[src/rtl/i2c_cfg_arbiter.sv]
// i2c_cfg_arbiter
// Shares one I2C register-access driver between two camera configuration
// requesters. Round-robin grant, one transaction at a time, with a timeout
// on the driver and a fixed idle gap after every transaction.
//
// Ports
//   clk, rst_n                 clock, async active-low reset
//   reqN/rwN/addrN/wdataN      requester N command (held until ackN)
//   ackN/rdataN/errN           requester N completion (one-cycle ack)
//   i2c_exec/i2c_rh_wl/        start pulse and operands to the driver
//   i2c_addr/i2c_data_w
//   i2c_done/i2c_ack/          driver completion, NACK flag, read data
//   i2c_data_r
//   bus_sel                    pad mux select, 0 = cam0, 1 = cam1
//   busy                       high whenever not IDLE
module i2c_cfg_arbiter #(
  parameter int TIMEOUT_CYC = 20000,
  parameter int GAP_CYC     = 4
) (
  input  logic        clk,
  input  logic        rst_n,
  input  logic        req0,
  input  logic        rw0,
  input  logic [15:0] addr0,
  input  logic [7:0]  wdata0,
  input  logic        req1,
  input  logic        rw1,
  input  logic [15:0] addr1,
  input  logic [7:0]  wdata1,
  output logic        ack0,
  output logic [7:0]  rdata0,
  output logic        err0,
  output logic        ack1,
  output logic [7:0]  rdata1,
  output logic        err1,
  output logic        i2c_exec,
  output logic        i2c_rh_wl,
  output logic [15:0] i2c_addr,
  output logic [7:0]  i2c_data_w,
  input  logic        i2c_done,
  input  logic        i2c_ack,
  input  logic [7:0]  i2c_data_r,
  output logic        bus_sel,
  output logic        busy
);

  typedef enum logic [1:0] {IDLE, ISSUE, WAIT, GAP} state_t;

  localparam int              TW       = $clog2(TIMEOUT_CYC + 1);
  localparam logic [TW-1:0]   TO_LAST  = TW'(TIMEOUT_CYC - 1);
  localparam logic [7:0]      GAP_LAST = 8'(GAP_CYC - 1);

  state_t        state;
  logic [TW-1:0] to_cnt;
  logic [7:0]    gap_cnt;
  logic          last_grant;
  logic          gnt_nxt;
  logic          fin;
  logic          fin_err;

  // Contest goes to whoever was not served last; a lone request wins outright.
  always_comb begin
    gnt_nxt = req1;
    if (req0 && req1) gnt_nxt = ~last_grant;
  end

  // Done beats a coincident timeout, so the driver's NACK flag is reported.
  assign fin     = i2c_done || (to_cnt >= TO_LAST);
  assign fin_err = i2c_done ? i2c_ack : 1'b1;

  always_ff @(posedge clk or negedge rst_n) begin
    if (!rst_n) begin
      state      <= IDLE;
      to_cnt     <= '0;
      gap_cnt    <= '0;
      last_grant <= 1'b1;
      ack0       <= 1'b0;
      ack1       <= 1'b0;
      err0       <= 1'b0;
      err1       <= 1'b0;
      rdata0     <= 8'h00;
      rdata1     <= 8'h00;
      i2c_exec   <= 1'b0;
      i2c_rh_wl  <= 1'b0;
      i2c_addr   <= 16'h0000;
      i2c_data_w <= 8'h00;
      bus_sel    <= 1'b0;
      busy       <= 1'b0;
    end else begin
      ack0     <= 1'b0;
      ack1     <= 1'b0;
      i2c_exec <= 1'b0;
      case (state)
        IDLE: begin
          if (req0 || req1) begin
            state      <= ISSUE;
            last_grant <= gnt_nxt;
            bus_sel    <= gnt_nxt;
            i2c_rh_wl  <= gnt_nxt ? rw1    : rw0;
            i2c_addr   <= gnt_nxt ? addr1  : addr0;
            i2c_data_w <= gnt_nxt ? wdata1 : wdata0;
            i2c_exec   <= 1'b1;
            busy       <= 1'b1;
            to_cnt     <= '0;
          end
        end
        // The timeout window starts on the exec cycle itself, so the
        // counter already runs during ISSUE.
        ISSUE: begin
          state  <= WAIT;
          to_cnt <= to_cnt + 1'b1;
        end
        WAIT: begin
          if (fin) begin
            state   <= GAP;
            gap_cnt <= '0;
            if (bus_sel) begin
              ack1 <= 1'b1;
              err1 <= fin_err;
              if (i2c_done && i2c_rh_wl) rdata1 <= i2c_data_r;
            end else begin
              ack0 <= 1'b1;
              err0 <= fin_err;
              if (i2c_done && i2c_rh_wl) rdata0 <= i2c_data_r;
            end
          end else begin
            to_cnt <= to_cnt + 1'b1;
          end
        end
        // Requesters drop req the cycle after ack; the gap keeps that stale
        // req from being sampled.
        GAP: begin
          if (gap_cnt >= GAP_LAST) begin
            state <= IDLE;
            busy  <= 1'b0;
          end else begin
            gap_cnt <= gap_cnt + 1'b1;
          end
        end
        default: state <= IDLE;
      endcase
    end
  end

endmodule

[config.mk]
export PLATFORM = sky130hd
export DESIGN_NAME = i2c_cfg_arbiter
export DESIGN_NICKNAME = d
export VERILOG_FILES = /design/src/rtl/i2c_cfg_arbiter.sv
export SDC_FILE = /design/constraint.sdc
export NUM_CORES = 1
export LEC_CHECK = 0
export CORE_ASPECT_RATIO = 1.2
export CORE_MARGIN = 2
export CORE_UTILIZATION = 35
export CTS_BUF_LIST = sky130_fd_sc_hd__clkbuf_8
export CTS_CLUSTER_DIAMETER = 30
export CTS_CLUSTER_SIZE = 30
export DETAILED_ROUTE_END_ITERATION = 7
export MAX_ROUTING_LAYER = met4
export PLACE_DENSITY = 0.77
export RECOVER_POWER = 100
export SLEW_MARGIN = 20
export SYNTH_ARGS = -nofsm -noshare
export SYNTH_HDL_FRONTEND = slang
export SYNTH_SLANG_ARGS = --single-unit
[constraint.sdc]
create_clock -name clk -period 2.4 [get_ports clk]
set_clock_uncertainty 0.2 [all_clocks]
set_input_delay 0.48 -clock clk [delete_from_list [all_inputs] [get_ports clk]]
set_output_delay 0.48 -clock clk [all_outputs]
set_load 0.02 [all_outputs]
==> results.cfg, run 1 <==
[clock_tree]
cts_tree = built
cts_made_buffers = 9
cts.clk_slew.worst_paths_ns = 0.08
root_buffer = clkbuf_8
clock_latency_ns = 0.35
htree_levels = 3
cts_buffer_depth = 2
cts.sinks = 74

[grt]
grt_first_pass_wirelength_mm = 14.1
grt.total_usage_pct = 17.3
grt.overflow.total = 0
grt_max_degree = 40
first_global_vias = 3025
antenna_found_initial = 0

[critical_path]
cp_max_fo = 6
critPathKind = reg2reg
cp.required_ns = 2.46
r2r_setup_slack_ns = 0.04
r2r_cells = 7
cp-end-kind = flop
critPathLaunch = to_cnt[0]$_DFFE_PN0P_
worstPathArrival_ns = 2.41
critPathLaunchType = flop
regToRegStartpoint = to_cnt[0]$_DFFE_PN0P_

[synthesis]
synthTopCellsByArea = dfrtp_1 (53%), mux2i_1 (8.1%), mux2_2 (6.5%)
yosysWarnings = 0
ys.flop_type = dfrtp_1
synthDistinctLibCells = 44
synth_edf_count = 0
synth_top_cell_area_share_pct = 53.1
ys_seq_elements = 74
yosysTopAreaCell = dfrtp_1
synthesis.area_um2 = 3440
async_flop_share_pct = 100
syn_nets = 383
seq_area_frac_synth_pct = 53.9
avgSynthCellArea_um2 = 11.0
syn_inst = 314

[place]
io_buffers = 111
gp_congestion = 0.829
dp_cells = 556
hpwl_mm = 6.35
pre_cts_ws_ns = -0.107

[final_layout]
fin_cells = 578
final_cell_mix = clkdlybuf4s50_1 (110), dfrtp_1 (73), nand2_1 (43)
area_delta_synth_final_pct = 49.9
final_common_cell = clkdlybuf4s50_1
diodes = 0
fillCellCount = 849
fin_util_pct = 53.9
nNetsFinal = 519
drive_above_1_share_pct = 16.5

[detailed_routing]
firstDrtPassIters = 4
wirelength_mm = 8.64
wl_per_cell_um = 14.9
drc = 0
ant_nets = 0
wl_met2_mm = 4.54
routed-wl-met3_um = 487
routedLengthMet1_mm = 3.47
vias = 2920
drt-vias-per-instance = 5.05
dr.max_layer_used = met4
drtIter0Drc = 239

[timing]
min_period_ns = 2.36
final.setup.worst_slack_ns = 0.0428
tightest_slew_ns = 0.921
post-route-period-util_pct = 98.2
finalMaxSlewViolations = 0
maxSlewHeadroom_pct = 38.6
max_freq_mhz = 424
final-setup-viol-count = 0
rsz0062_at_grt = yes
whs_ns = 0.284
hold_violations = 0

[power_and_ir_drop]
p_leak_nw = 2.30
ir_drop_v = 0.000681
p_per_area_nw_per_um2 = 1170

[die]
core-area_um2 = 9560
dieHeight_um = 113
num_rows = 39
fp.dieW_um = 94.5
dieArea_um2 = 10600
initial_core_util_pct = 36.0
io_pins = 112

[outcome]
status = completed

[worst_hold_path]
min_from = i2c_addr[8]$_DFFE_PN0P_
whs_path_depth = 2
hold_path.class = reg2reg

[flow_run]
drv_cap = 0
-- final timing paths --
kind                                           end
setup / recovery            to_cnt[13]$_DFFE_PN0P_
hold / removal             i2c_addr[8]$_DFFE_PN0P_
setup reg to reg            to_cnt[13]$_DFFE_PN0P_
hold reg to reg            i2c_addr[8]$_DFFE_PN0P_
max in group asynchronous   last_grant$_DFFE_PN1P_
min in group asynchronous           ack0$_DFF_PN0_
-- critical path: stages, from the launching register on --
cell,delay (ns)
dfrtp_1,0.42
ha_4,0.17
nand4_1,0.10
o211ai_1,0.15
a211o_1,0.39
or3_4,0.46
buf_4,0.17
o41ai_2,0.18
-- layer usage --
metal | GRT usage (%) | vias up
met1 | 20.5 | 1392
met5 | - | -
met2 | 29.4 | 109
li1 | - | 1406
met4 | 6.38 | 0
met3 | 3.09 | 13
-- report_power, final --
group	internal, mW	switching (mW)	total [mW]
Clock	0.613	0.486	1.10
Sequential	1.69	0.258	1.95
Combinational	1.45	1.56	3.01
Total	3.75	2.30	6.05
-- stage by stage --
stage          TNS, ns  total power, mW  instance area (um^2)
6_report             0             6.05                  5150
5_1_grt         -0.118             6.45                  5150
4_1_cts              0             6.09                  5110
3_5_place_dp    -0.431             4.94                  4870
3_3_place_gp    -0.183             4.85                  4870
2_1_floorplan        0             3.56                  3440
-- registers in the layout, indices dropped and copies added (netlist names), 2 cells and up --
| signal | flops |
|---|---|
| gap_cnt | 8 |
| i2c_addr | 16 |
| i2c_data_w | 8 |
| rdata0 | 8 |
| rdata1 | 8 |
| state | 2 |
| to_cnt | 15 |
-- final cells by class --
type                            count  area (um^2)  area share [%]
Sequential cell                    74         1850            35.9
Multi-Input combinational cell    216         1550            30.0
Timing Repair Buffer              141         1350            26.1
Tap cell                          123          154            2.99
Clock buffer                       10          138            2.67
Clock inverter                      6         90.1            1.75
Inverter                            8         30.0           0.583
-- cell usage after synthesis (5+ instances only) --
cell type,instances
o21ai_0,41
o41ai_1,6
mux2i_1,28
clkbuf_1,10
dfrtp_1,73
a21oi_1,7
mux2_2,20
o31ai_1,10
nand2_1,43
nor2_1,8
ha_1,5
inv_1,8
-- what timing repair did --
item                       4_1_cts  5_1_grt
setup endpoints to repair        2       24
resized for setup                0       10
buffers inserted                 0        4
hold buffers                     1        0
pin swaps                        0        4
cloned                           1        0
hold endpoints to repair        35        0
-- kinds of logic after synthesis --
family                     Yosys count  share of synthesized area (%)
DFF                                 74                           53.9
and+or+nand+nor                     79                           11.1
buffers and inverters               25                           3.27
AOI/OAI and AO/OA                   83                           15.2
muxes                               48                           14.7
adders and majority gates            5                           1.82
(Power assumes the default switching activity.)
==> run 2: changes to the inputs <==
--- a/config.mk
+++ b/config.mk
@@ -9,12 +9,14 @@
 export CORE_MARGIN = 2
 export CORE_UTILIZATION = 35
 export CTS_BUF_LIST = sky130_fd_sc_hd__clkbuf_8
-export CTS_CLUSTER_DIAMETER = 30
+export CTS_CLUSTER_DIAMETER = 150
 export CTS_CLUSTER_SIZE = 30
 export DETAILED_ROUTE_END_ITERATION = 7
+export GPL_ROUTABILITY_DRIVEN = 0
 export MAX_ROUTING_LAYER = met4
 export PLACE_DENSITY = 0.77
 export RECOVER_POWER = 100
+export SKIP_CTS_REPAIR_TIMING = 1
 export SLEW_MARGIN = 20
 export SYNTH_ARGS = -nofsm -noshare
 export SYNTH_HDL_FRONTEND = slang
==> results.cfg, run 2 (same netlist as run 1, synthesis figures left out) <==
[outcome]
status = completed

[timing]
tightest_slew_ns = 0.883
whs_ns = 0.284
post-route-period-util_pct = 97.8
min_period_ns = 2.35
finalMaxSlewViolations = 0
hold_violations = 0
maxSlewHeadroom_pct = 41.2
rsz0062_at_grt = yes
final-setup-viol-count = 0
max_freq_mhz = 426

[critical_path]
slowest_stage = or3_4
cp.required_ns = 2.45
cp_top_family = compound AO/OA/AOI/OAI gates
path_buf_inv = 0
critPathLaunchType = flop
cp_max_fo = 6
worstPathArrival_ns = 2.40
crit_chain = ha_4, nand4_1, o211ai_1, a211o_1, or3_4, o41ai_2
worst_path_largest_cell_delay_ns = 0.46
critPathKind = reg2reg
cp-end-kind = flop

[final_layout]
diodes = 0
drive_above_1_share_pct = 16.3
fin_util_pct = 53.6
largest_reg_flops = 16
final_cell_mix = clkdlybuf4s50_1 (110), dfrtp_1 (73), nand2_1 (43)
top_register = i2c_addr
largestRegisters = i2c_addr: 16 flops, to_cnt: 15 flops
area_delta_synth_final_pct = 49.1
final_common_cell = clkdlybuf4s50_1
nNetsFinal = 517

[clock_tree]
htree_levels = 3
cts.clk_slew.worst_paths_ns = 0.08
clock_latency_ns = 0.35
cts_tree = built
cts.sinks = 74
cts_buffer_depth = 2
root_buffer = clkbuf_8
cts_made_buffers = 9

[worst_hold_path]
hold_path.class = reg2reg

[place]
io_buffers = 111
hpwl_mm = 6.35

[die]
initial_core_util_pct = 36.0
fp.dieW_um = 94.5
core-area_um2 = 9560
num_rows = 39
dieArea_um2 = 10600
dieHeight_um = 113
io_pins = 112

[grt]
first_global_vias = 3006
grt_first_pass_wirelength_mm = 13.9
grt_max_degree = 40
grt.total_usage_pct = 17.1
grt.overflow.total = 0
antenna_found_initial = 0

[detailed_routing]
vias = 2922
firstDrtPassIters = 5
drc = 0
ant_nets = 0
wl_per_cell_um = 14.9
wirelength_mm = 8.61
drtIter0Drc = 228
drt-vias-per-instance = 5.07

[power_and_ir_drop]
p_comb_share_pct = 49.4
p_leak_nw = 2.29
p_int_mw = 3.73
p_total_mw = 6.03
power.switching_mw = 2.29
ir_drop_v = 0.000681
p_seq_share_pct = 32.3
p_per_area_nw_per_um2 = 1170
pwr-share-clk_pct = 18.3
switching_share_pct = 38.1

[flow_run]
drv_cap = 0
[run 2: worst paths after layout]
check	end	start	slack, ns	cells past startpoint
worst min register to register	i2c_addr[8]$_DFFE_PN0P_	i2c_addr[8]$_DFFE_PN0P_	0.28	2
max in group asynchronous	last_grant$_DFFE_PN1P_	rst_n	0.28	3
worst min-delay path	i2c_addr[8]$_DFFE_PN0P_	i2c_addr[8]$_DFFE_PN0P_	0.28	2
worst max register to register	to_cnt[6]$_DFFE_PN0P_	to_cnt[0]$_DFFE_PN0P_	0.05	6
min in group asynchronous	to_cnt[7]$_DFFE_PN0P_	rst_n	0.58	2
worst max-delay path	to_cnt[6]$_DFFE_PN0P_	to_cnt[0]$_DFFE_PN0P_	0.05	6
[run 2: layer usage]
| metal | part of all wire, % | vias to the layer above | global-route usage (%) |
|---|---|---|---|
| li1 | - | 1404 | - |
| met1 | 40 | 1399 | 20.3 |
| met2 | 53 | 106 | 28.9 |
| met3 | 5.3 | 13 | 3.09 |
| met4 | 1.4 | 0 | 6.38 |
| met5 | 0 | - | - |
[run 2: stage by stage]
stage / std cells / TNS (ns) / worst slack [ns] / cell area [um^2]
2_1_floorplan: 314 / 0 / 0.0488 / 3440
3_3_place_gp: 556 / -0.183 / -0.0652 / 4870
3_5_place_dp: 556 / -0.431 / -0.107 / 4870
4_1_cts: 572 / -0.0138 / -0.0128 / 5090
5_1_grt: 576 / -0.216 / -0.0313 / 5130
6_report: 576 / 0 / 0.0526 / 5130
[run 2: area by class of cell]
class	count	area, um^2
Fill cell	848	4430
Sequential cell	74	1850
Multi-Input combinational cell	216	1550
Timing Repair Buffer	139	1320
Tap cell	123	154
Clock buffer	10	138
Clock inverter	6	90.1
Inverter	8	30.0
[run 2: worst min-delay path, stage by stage (launching register included)]
cell and delay, ns:
dfrtp_1 0.35, nand2_1 0.05, o21ai_0 0.06
[run 2: power by group through the flow]
stage | clock (mW) | combinational (mW) | sequential [mW]
2_1_floorplan | 0 | 1.17 | 2.39
3_3_place_gp | 0 | 2.91 | 1.95
3_5_place_dp | 0 | 2.98 | 1.97
4_1_cts | 1.13 | 2.99 | 1.95
5_1_grt | 1.18 | 3.25 | 2.01
6_report | 1.10 | 2.98 | 1.95
==> run 3: changes to the inputs <==
--- a/config.mk
+++ b/config.mk
@@ -16,7 +16,6 @@
 export MAX_ROUTING_LAYER = met4
 export PLACE_DENSITY = 0.77
 export RECOVER_POWER = 100
-export SKIP_CTS_REPAIR_TIMING = 1
 export SLEW_MARGIN = 20
 export SYNTH_ARGS = -nofsm -noshare
 export SYNTH_HDL_FRONTEND = slang
==> results of run 3 <==
The final DEF is identical to that of run 1; final timing and power are the same.
